==> src/rtl/fb_pkg.sv <==
// Shared definitions for the 32x32 one-bit framebuffer: op codes, controller
// states, default geometry and the CPU-side port addresses.
package fb_pkg;

  localparam int FB_W = 32;
  localparam int FB_H = 32;

  typedef enum logic [1:0] {
    FB_OP_DRAW  = 2'd0,
    FB_OP_ERASE = 2'd1,
    FB_OP_CLEAR = 2'd2,
    FB_OP_SWAP  = 2'd3
  } fb_op_t;

  typedef enum logic [1:0] {
    INIT  = 2'd0,
    IDLE  = 2'd1,
    CLEAR = 2'd2,
    COPY  = 2'd3
  } fb_state_t;

  // I/O addresses decoded on the CPU side into cmd_op
  localparam logic [7:0] FB_PORT_DRAW  = 8'd242;
  localparam logic [7:0] FB_PORT_ERASE = 8'd243;
  localparam logic [7:0] FB_PORT_CLEAR = 8'd245;
  localparam logic [7:0] FB_PORT_SWAP  = 8'd246;

  function automatic fb_op_t fb_port_to_op(input logic [7:0] port);
    case (port)
      FB_PORT_ERASE: fb_port_to_op = FB_OP_ERASE;
      FB_PORT_CLEAR: fb_port_to_op = FB_OP_CLEAR;
      FB_PORT_SWAP:  fb_port_to_op = FB_OP_SWAP;
      default:       fb_port_to_op = FB_OP_DRAW;
    endcase
  endfunction

endpackage

==> src/rtl/fb_row_mem.sv <==
// H x W row-addressed bit storage: one write port (whole row, or a single
// bit set/clear) and one registered read port.
module fb_row_mem
  import fb_pkg::*;
#(
  parameter int W = FB_W,
  parameter int H = FB_H
) (
  input  logic                 clkin,
  input  logic                 rst_n,
  input  logic                 row_we,
  input  logic [$clog2(H)-1:0] wr_row,
  input  logic [W-1:0]         row_data,
  input  logic                 bit_we,
  input  logic [$clog2(W)-1:0] bit_x,
  input  logic                 bit_val,
  input  logic                 rd_en,
  input  logic [$clog2(H)-1:0] rd_row,
  output logic [W-1:0]         rd_data
);

  logic [W-1:0] mem [H];

  // Storage has no reset; the controller zeroes it row by row after reset.
  always_ff @(posedge clkin) begin
    if (row_we) begin
      mem[wr_row] <= row_data;
    end else if (bit_we) begin
      mem[wr_row][bit_x] <= bit_val;
    end
  end

  always_ff @(posedge clkin or negedge rst_n) begin
    if (!rst_n) begin
      rd_data <= '0;
    end else if (rd_en) begin
      rd_data <= mem[rd_row];
    end
  end

endmodule

==> src/rtl/fb_scan_ctrl.sv <==
// Framebuffer controller: sequences init/clear/copy over back and front row
// memories and arbitrates the front buffer between copy and row scanout.
module fb_scan_ctrl
  import fb_pkg::*;
#(
  parameter int W  = FB_W,
  parameter int H  = FB_H,
  parameter int XW = $clog2(W),
  parameter int YW = $clog2(H)
) (
  input  logic          clkin,
  input  logic          rst_n,
  input  logic          cmd_valid,
  output logic          cmd_ready,
  input  logic [1:0]    cmd_op,
  input  logic [XW-1:0] cmd_x,
  input  logic [YW-1:0] cmd_y,
  output logic          busy,
  output logic          frame_done,
  input  logic          scan_req,
  input  logic [YW-1:0] scan_row,
  output logic          scan_ack,
  output logic [W-1:0]  scan_data,
  output fb_state_t     dbg_state
);

  localparam logic [YW-1:0] ROW_LAST   = YW'(H - 1);
  localparam logic [YW-1:0] ROW_PENULT = YW'(H - 2);

  fb_state_t     state;
  logic [YW-1:0] row;
  logic          row_last;
  logic          cmd_fire;
  logic          in_range;
  logic          pix_fire;
  logic          scan_fire;
  logic [W-1:0]  back_rd;

  // Handshakes: a command transfers on a rising edge where cmd_valid and
  // cmd_ready are both high; cmd_ready is registered and only high in IDLE.
  // A scan request is taken in any IDLE/CLEAR cycle with scan_req high and no
  // ack showing, and scan_ack pulses for one cycle with scan_data valid.
  assign cmd_fire  = cmd_valid && cmd_ready;
  assign in_range  = (32'(cmd_x) < W) && (32'(cmd_y) < H);
  assign pix_fire  = cmd_fire && in_range && !cmd_op[1];
  assign scan_fire = scan_req && !scan_ack && (state == IDLE || state == CLEAR);
  assign row_last  = (row == ROW_LAST);
  assign dbg_state = state;

  always_ff @(posedge clkin or negedge rst_n) begin
    if (!rst_n) begin
      state      <= INIT;
      row        <= '0;
      cmd_ready  <= 1'b0;
      busy       <= 1'b1;
      frame_done <= 1'b0;
      scan_ack   <= 1'b0;
    end else begin
      frame_done <= 1'b0;
      scan_ack   <= scan_fire;
      case (state)
        INIT, CLEAR, COPY: begin
          if (row_last) begin
            state     <= IDLE;
            row       <= '0;
            cmd_ready <= 1'b1;
            busy      <= 1'b0;
          end else begin
            row <= row + 1'b1;
            // frame_done lines up with the cycle that writes the last row
            if (state == COPY && row == ROW_PENULT) begin
              frame_done <= 1'b1;
            end
          end
        end
        IDLE: begin
          if (cmd_fire && cmd_op == FB_OP_CLEAR) begin
            state     <= CLEAR;
            row       <= '0;
            cmd_ready <= 1'b0;
            busy      <= 1'b1;
          end else if (cmd_fire && cmd_op == FB_OP_SWAP) begin
            state     <= COPY;
            row       <= '0;
            cmd_ready <= 1'b0;
            busy      <= 1'b1;
          end
        end
        default: state <= INIT;
      endcase
    end
  end

  // Back read address runs one row ahead during COPY (row 0 is prefetched
  // while idle) so the registered read feeds the front write each cycle.
  fb_row_mem #(.W(W), .H(H)) u_back (
    .clkin    (clkin),
    .rst_n    (rst_n),
    .row_we   (state == INIT || state == CLEAR),
    .wr_row   ((state == IDLE) ? cmd_y : row),
    .row_data ('0),
    .bit_we   (pix_fire),
    .bit_x    (cmd_x),
    .bit_val  (cmd_op == FB_OP_DRAW),
    .rd_en    (1'b1),
    .rd_row   ((state == COPY) ? YW'(row + 1'b1) : '0),
    .rd_data  (back_rd)
  );

  fb_row_mem #(.W(W), .H(H)) u_front (
    .clkin    (clkin),
    .rst_n    (rst_n),
    .row_we   (state == INIT || state == COPY),
    .wr_row   (row),
    .row_data ((state == COPY) ? back_rd : '0),
    .bit_we   (1'b0),
    .bit_x    ('0),
    .bit_val  (1'b0),
    .rd_en    (scan_fire),
    .rd_row   (scan_row),
    .rd_data  (scan_data)
  );

endmodule

==> config.mk <==
export PLATFORM = sky130hd
export DESIGN_NAME = fb_scan_ctrl
export DESIGN_NICKNAME = d
export VERILOG_FILES = /design/src/rtl/fb_pkg.sv /design/src/rtl/fb_row_mem.sv /design/src/rtl/fb_scan_ctrl.sv
export SDC_FILE = /design/constraint.sdc
export NUM_CORES = 2
export LEC_CHECK = 0
export BUFFER_PORTS_ARGS = -buffer_cell sky130_fd_sc_hd__buf_2
export CORE_MARGIN = 5
export CORE_UTILIZATION = 35
export CTS_CLUSTER_SIZE = 16
export DETAILED_ROUTE_END_ITERATION = 10
export GPL_ROUTABILITY_DRIVEN = 0
export HOLD_SLACK_MARGIN = 0.1
export SYNTH_ARGS = -nofsm -noshare
export SYNTH_HDL_FRONTEND = slang
export SYNTH_SLANG_ARGS = --single-unit
==> constraint.sdc <==
create_clock -name clkin -period 7.7 [get_ports clkin]
set_input_delay 0.385 -clock clkin [delete_from_list [all_inputs] [get_ports clkin]]
set_output_delay 0.385 -clock clkin [all_outputs]
set_load 0.03 [all_outputs]
# [Word level (Yosys, flattened, before mapping)]
# Memory sizes are Yosys's and may differ from the RTL's. A register that Yosys moved wholly into a read port is not among the register bits.
# Index checks and enable logic that the tools add are counted.
# W data, S select, Z words.
[word_totals] ff_bits=11 mem_bits_rw=2048 inputBits=21 output_inout_bits=38 wordCells=134 mem_count=2
[classes] add_sub_neg=1 n_lt_le_gt_ge=2 eq_ne=9 mux=63 bitwise=32 reduce_logical=19
[mem_list] memory="u_back.mem" depth=32 width=32 rd=1 rd_ports_with_merged_regs=1 wr=1 line="fb_row_mem.sv:22" rtl="logic [W-1:0] mem [H];"
[mem_list] memory="u_front.mem" depth=32 width=32 rd=1 rd_ports_with_merged_regs=1 wr=1 line="fb_row_mem.sv:22"
[ops] op="$mux W32" n=2
[ops] op="$mux W1" n=48
[ops] op="$or A1 B1 Y1" n=32
[ops] op="$mux W5" n=5
[ops] op="$eq A5 B5 Y1 const B" n=2
[ops] op="$pmux W5 S2" n=1
[ops] op="$eq A2 B2 Y1 const B" n=4
[ops] op="$logic_and A1 B1 Y1" n=8
[ops] op="$lt A5 B6 Y1 const B" n=1
[ops] op="$mux W2" n=3
[ops] op="$add A5 B1 Y5 const B" n=1
[ops] op="$demux W1 S5" n=1
[ops] op="$ge A5 B1 Y1 const B" n=1
[ops] op="$logic_not A1 Y1" n=4
[ops] op="$logic_not A2 Y1" n=2
[ops] op="$pmux W1 S2" n=2
[ops] op="$pmux W2 S2" n=1
[ops] op="$logic_or A1 B1 Y1" n=3
[ops] op="$ne A3 B3 Y1 const B" n=1
[ops] op="$reduce_or A3 Y1" n=1
[ops] op="$eq A2 B1 Y1 const B" n=1
[ops] op="$ne A2 B2 Y1 const B" n=1
[ops] op="$reduce_and A2 Y1" n=1

# [Longest topological paths before layout]
[depth] depth_word=6 mapped_depth=13 ltp_nobuf=8

# [Cells and area by module]
# From an unflattened synthesis, not the netlist that was laid out.
[hier_totals] hier_cells=7206 area_unflattened_um2=93503.4
[modules_own_cells] module="fb_row_mem" instances=2 cells_per_inst=3546 area_per_inst_um2=46284.4 seq_area_each_um2=31550.3
[modules_own_cells] module="fb_scan_ctrl" instances=1 cells_per_inst=114 area_per_inst_um2=934.6 seq_area_each_um2=276.5

# [Least setup slack after synthesis]
# Ideal clock, no wire load.
[synth_timing] kind="flip-flop to flip-flop" startpoint="register row[0]" endpoint="memory u_front.mem[14][0] (netlist name) (enable)" setup_time_ns=0.421 t_arrival_ns=3.116 required_time_ns=7.279 path_slack_ns=4.163 stages_incl_launch_ff=9 path_buffers=4 synth_period_minus_slack_ns=3.537 cell_sequence="dfrtp_1 -> buf_1 -> inv_2 -> clkbuf_1 -> clkbuf_1 -> ha_1 -> nand2b_1 -> clkbuf_1 -> nor2_1"
[synth_rtl] element="from (decl)" line="fb_scan_ctrl.sv:31" rtl="logic [YW-1:0] row;"
[synth_rtl] element="from (signal assigned)" line="fb_scan_ctrl.sv:69" rtl="row <= row + 1'b1;"
[synth_rtl] element="to (decl)" line="fb_row_mem.sv:22"
# Straight into the memory's write port.

# [Worst setup path after layout]
[layout_timing] startpoint="register state[0] (netlist: dbg_state[0])" endpoint="memory u_back.mem[6][0] (netlist name), data pin"
[layout_via] elab_chain_cells=5 elab_cells_between_ends=6 classes_between="1 x eq/ne; 3 x mux; 2 x reduce/logical"
[layout_rtl] element="from (decl)" line="fb_scan_ctrl.sv:30" rtl="fb_state_t state;"
[layout_rtl] element="from (signal assigned)" line="fb_scan_ctrl.sv:52" rtl="state <= INIT;"
[layout_rtl] element="from (signal assigned)" line="fb_scan_ctrl.sv:64" rtl="state <= IDLE;"
[layout_rtl] element="from (signal assigned)" line="fb_scan_ctrl.sv:78" rtl="state <= CLEAR;"
[layout_rtl] element="$eq A2 B2 Y1 or $logic_not A2 Y1 (tied branches)" line="fb_scan_ctrl.sv:99" rtl=".row_we (state == INIT || state == CLEAR),"
[layout_rtl] element="$logic_or A1 B1 Y1 *" line="fb_scan_ctrl.sv:99"
[layout_rtl] element="$mux W1 *" line="fb_row_mem.sv:26" rtl="if (row_we) begin"
[layout_rtl] element="$mux W32 (not written as such) *" line="fb_row_mem.sv:29" rtl="mem[wr_row][bit_x] <= bit_val;"
[layout_rtl] element="$mux W1 (no line) *"
[layout_rtl] element="to (decl)" line="fb_row_mem.sv:22"
# Mark *: on every way between the ends. The rest lies on a longest branch, timed or not.

==> impl_metrics.csv <==
group,metric,value,unit
sta,grt_setup_unrepaired,"no",
sta,worst_slew_margin_rel,15.4,%
sta,max_freq,191,MHz
pwr,pwr-share-comb,23.9,%
route,drt_iter0_markers,7155,
worst_setup_path,reg2regPathDepth,7,
synth,async_reset_ff_share,3.53,%
clocking,cts_buffers,196,
sta,tightest_slew,1.27,ns
finish,final_nets,5819,
synth,synth_edf_count,2048,
synth,syn_area,87300,um2
route,drt-total-wl,257000,um
sta,skew,0.0225,ns
route,viasPerCell,5.73,
hold_path,hp-start,"cmd_op[1]",
synth,yosys_warnings,0,
sta,timing.final.crit_share,67.9,%
pwr,powerDensity,320,nW/um2
worst_setup_path,critPathRequiredTime,8.16,ns
route,dr.pass1.iters,7,
route,dr_total_vias,53300,
global_route,grt_first_pass_wirelength,367000,um
sta,drv_slew,0,
floorplan,die_area,259000,um2
synth,synth-seq-cells,2123,
floorplan,num_rows,183,
worst_setup_path,rr_endpoint,"u_back.mem[6][0]$_DFFE_PP_",
clocking,clk_pin_slew,0.06,ns
pwr,p_leak,28.6,nW
floorplan,die_w,509,um
worst_setup_path,r2r-start,"dbg_state[0]$_DFFE_PN0P_",
placement,place_hpwl,125000,um
route,post-route-drc-count,0,
clocking,cts.sinks,2123,
global_route,grt_max_degree,150,
pwr,p_int,20.7,mW
route,drt.antenna.violating_nets,0,
global_route,grt_antenna_before_repair,15,
worst_setup_path,path_class,"register to register",
placement,portBuffers,58,
clocking,cts_root_buf,"clkbuf_16",
sta,fin_crit,5.23,ns
global_route,grt_usage,19.3,%
status,outcome,"completed",
clocking,insertion_delay,0.84,ns
synth,syn-instance-count,5912,
run,cap_violations,0,
pwr,power_frac_clock,31.0,%
hold_path,min_path_type,"primary input to register",
worst_setup_path,cp.arrival,5.69,ns
worst_setup_path,crit_path_start,"dbg_state[0]$_DFFE_PN0P_",
finish,area_growth_syn_to_layout,12.3,%
pwr,switching_power,10.7,mW
synth,synth_flop_cell,"edfxtp_1",
hold_path,whs_path_depth,4,
pwr,swShare,34.1,%
finish,final_cell_mix,"2048 x edfxtp_1, 1072 x nor2_1, 267 x nand2_1",
floorplan,ios,59,
synth,postSynthAreaPerCell,14.8,um2
worst_setup_path,end_kind,"register",
hold_path,min_to,"row[3]$_DFFE_PN0P_",
pwr,vdd_ir_drop_max,0.000319,V
sta,setup_viol,0,
synth,ys_types,53,
finish,layout.cells.most_common,"edfxtp_1",
finish,drive_gt1_share,16.0,%
worst_setup_path,crit_fanout,34,
worst_setup_path,start_kind,"register",
clocking,htreeDepth,4,
floorplan,coreArea,248000,um2
global_route,grt_overflow,0,
synth,yosysSeqAreaShare,72.6,%
floorplan,initial_core_util,35.1,%
sta,setup_tns,0,ns
pwr,pwr-share-seq,45.1,%
clocking,cts_tree,"yes",
floorplan,die_h,509,um
synth,synthesis.nets,5943,
pwr,p_total,31.4,mW
worst_setup_path,reg2reg_setup_slack,2.47,ns
clocking,cts_setup_buffers,0,
sta,hold_viol_final,0,
clocking,cts_buffer_depth,3,
global_route,grt_pass1_vias,51600,
route,wl_per_cell,27.6,um
cells by family after synthesis:
family          count (synthesis)  synth area share (%)
compound gates                939                  7.04
xor+xnor                        3                0.0301
fa+ha+maj                      10                 0.143
buf+inv                       555                  2.43
flops                        2123                  72.6
mux                           456                  8.92
simple gates                 1826                  8.82
what timing repair did:
| action | in CTS | in global routing |
|---|---|---|
| endpoints found under the hold margin | 41 | 0 |
| resized for setup | 0 | 0 |
| hold buffers | 3 | 0 |
power by group through the flow:
stage	combinational [mW]	sequential, mW	clock [mW]
6_report	7.51	14.1	9.72
5_1_grt	7.89	14.2	10.3
4_1_cts	7.41	14.1	9.83
3_5_place_dp	7.40	14.4	0
3_3_place_gp	7.29	14.4	0
2_1_floorplan	4.36	14.2	0
final cells by class:
type,instances,area [um2]
Clock buffer,283,5480
Tap cell,3330,4170
Antenna cell,11,27.5
Sequential cell,2123,63400
Timing Repair Buffer,224,1710
Inverter,9,38.8
Clock inverter,87,862
Fill cell,22900,150000
Multi-Input combinational cell,3234,22400
flip-flops by register name (all words and copies together), names as in the netlist, 2 cells and up:
| name | count |
|---|---|
| u_back.mem | 1024 |
| u_front.mem | 1024 |
| u_back.rd_data | 32 |
| u_front.rd_data | 32 |
| row | 5 |
| dbg_state | 2 |
critical path: stages, from the launching register on:
cell and delay (ns):
dfrtp_1 0.50, inv_1 0.14, ha_1 0.25, or2_2 0.67, or3_1 0.57, nor3_2 0.74
nand2_1 0.83, nor2_2 1.12
metrics by stage:
step                setup WS [ns]  instance area (um2)  util, %  hold WS (ns)  instances
floorplan                    4.16                87300        -        0.0894       5912
global placement             2.67                91600     36.9         0.489       8917
detailed placement           2.54                91600     36.9         0.493       8917
CTS                          2.51                98000     39.4         0.104       9290
global route                 2.20                98000     39.5         0.156       9298
finish                       2.47                98000     39.5         0.163       9301
worst max-delay path by stage:
| stage | cells after the start | to |
|---|---|---|
| 3_5_place_dp | 7 | u_back.mem[8][28]$_DFFE_PP_ |
| 4_1_cts | 7 | u_back.mem[12][28]$_DFFE_PP_ |
| 6_report | 7 | u_back.mem[6][0]$_DFFE_PP_ |
| 3_3_place_gp | 7 | u_back.mem[12][28]$_DFFE_PP_ |
| 2_1_floorplan | 8 | u_front.mem[14][0]$_DFFE_PP_ |
| 5_1_grt | 7 | u_back.mem[16][28]$_DFFE_PP_ |
synthesized netlist by cell type (37+ instances only):
cell type / instances / share of area [%]
edfxtp_1: 2048 / 70
nor2_1: 1115 / 4.8
clkbuf_1: 444 / 1.9
nand2_1: 304 / 1.3
a21oi_1: 282 / 1.6
mux4_2: 257 / 6.6
mux2i_1: 196 / 2.2
o22ai_1: 194 / 1.4
nand3_1: 133 / 0.76
o211ai_1: 127 / 1.1
o2111ai_1: 126 / 1.3
a31oi_1: 124 / 0.89
dfrtp_1: 74 / 2.1
buf_1: 71 / 0.31
nand2b_1: 69 / 0.49
or2_2: 65 / 0.47
and2_1: 40 / 0.29
nor3_1: 37 / 0.21
metal layers:
| layer | up-vias | part of all wire [%] | track usage [%] |
|---|---|---|---|
| met5 | - | 0.011 | 0 |
| li1 | 22300 | - | - |
| met2 | 2691 | 47 | 31.3 |
| met4 | 4 | 3.2 | 6.32 |
| met3 | 489 | 9.5 | 3.67 |
| met1 | 27800 | 40 | 26.3 |
No activity file was read; power rests on OpenSTA's default activity.
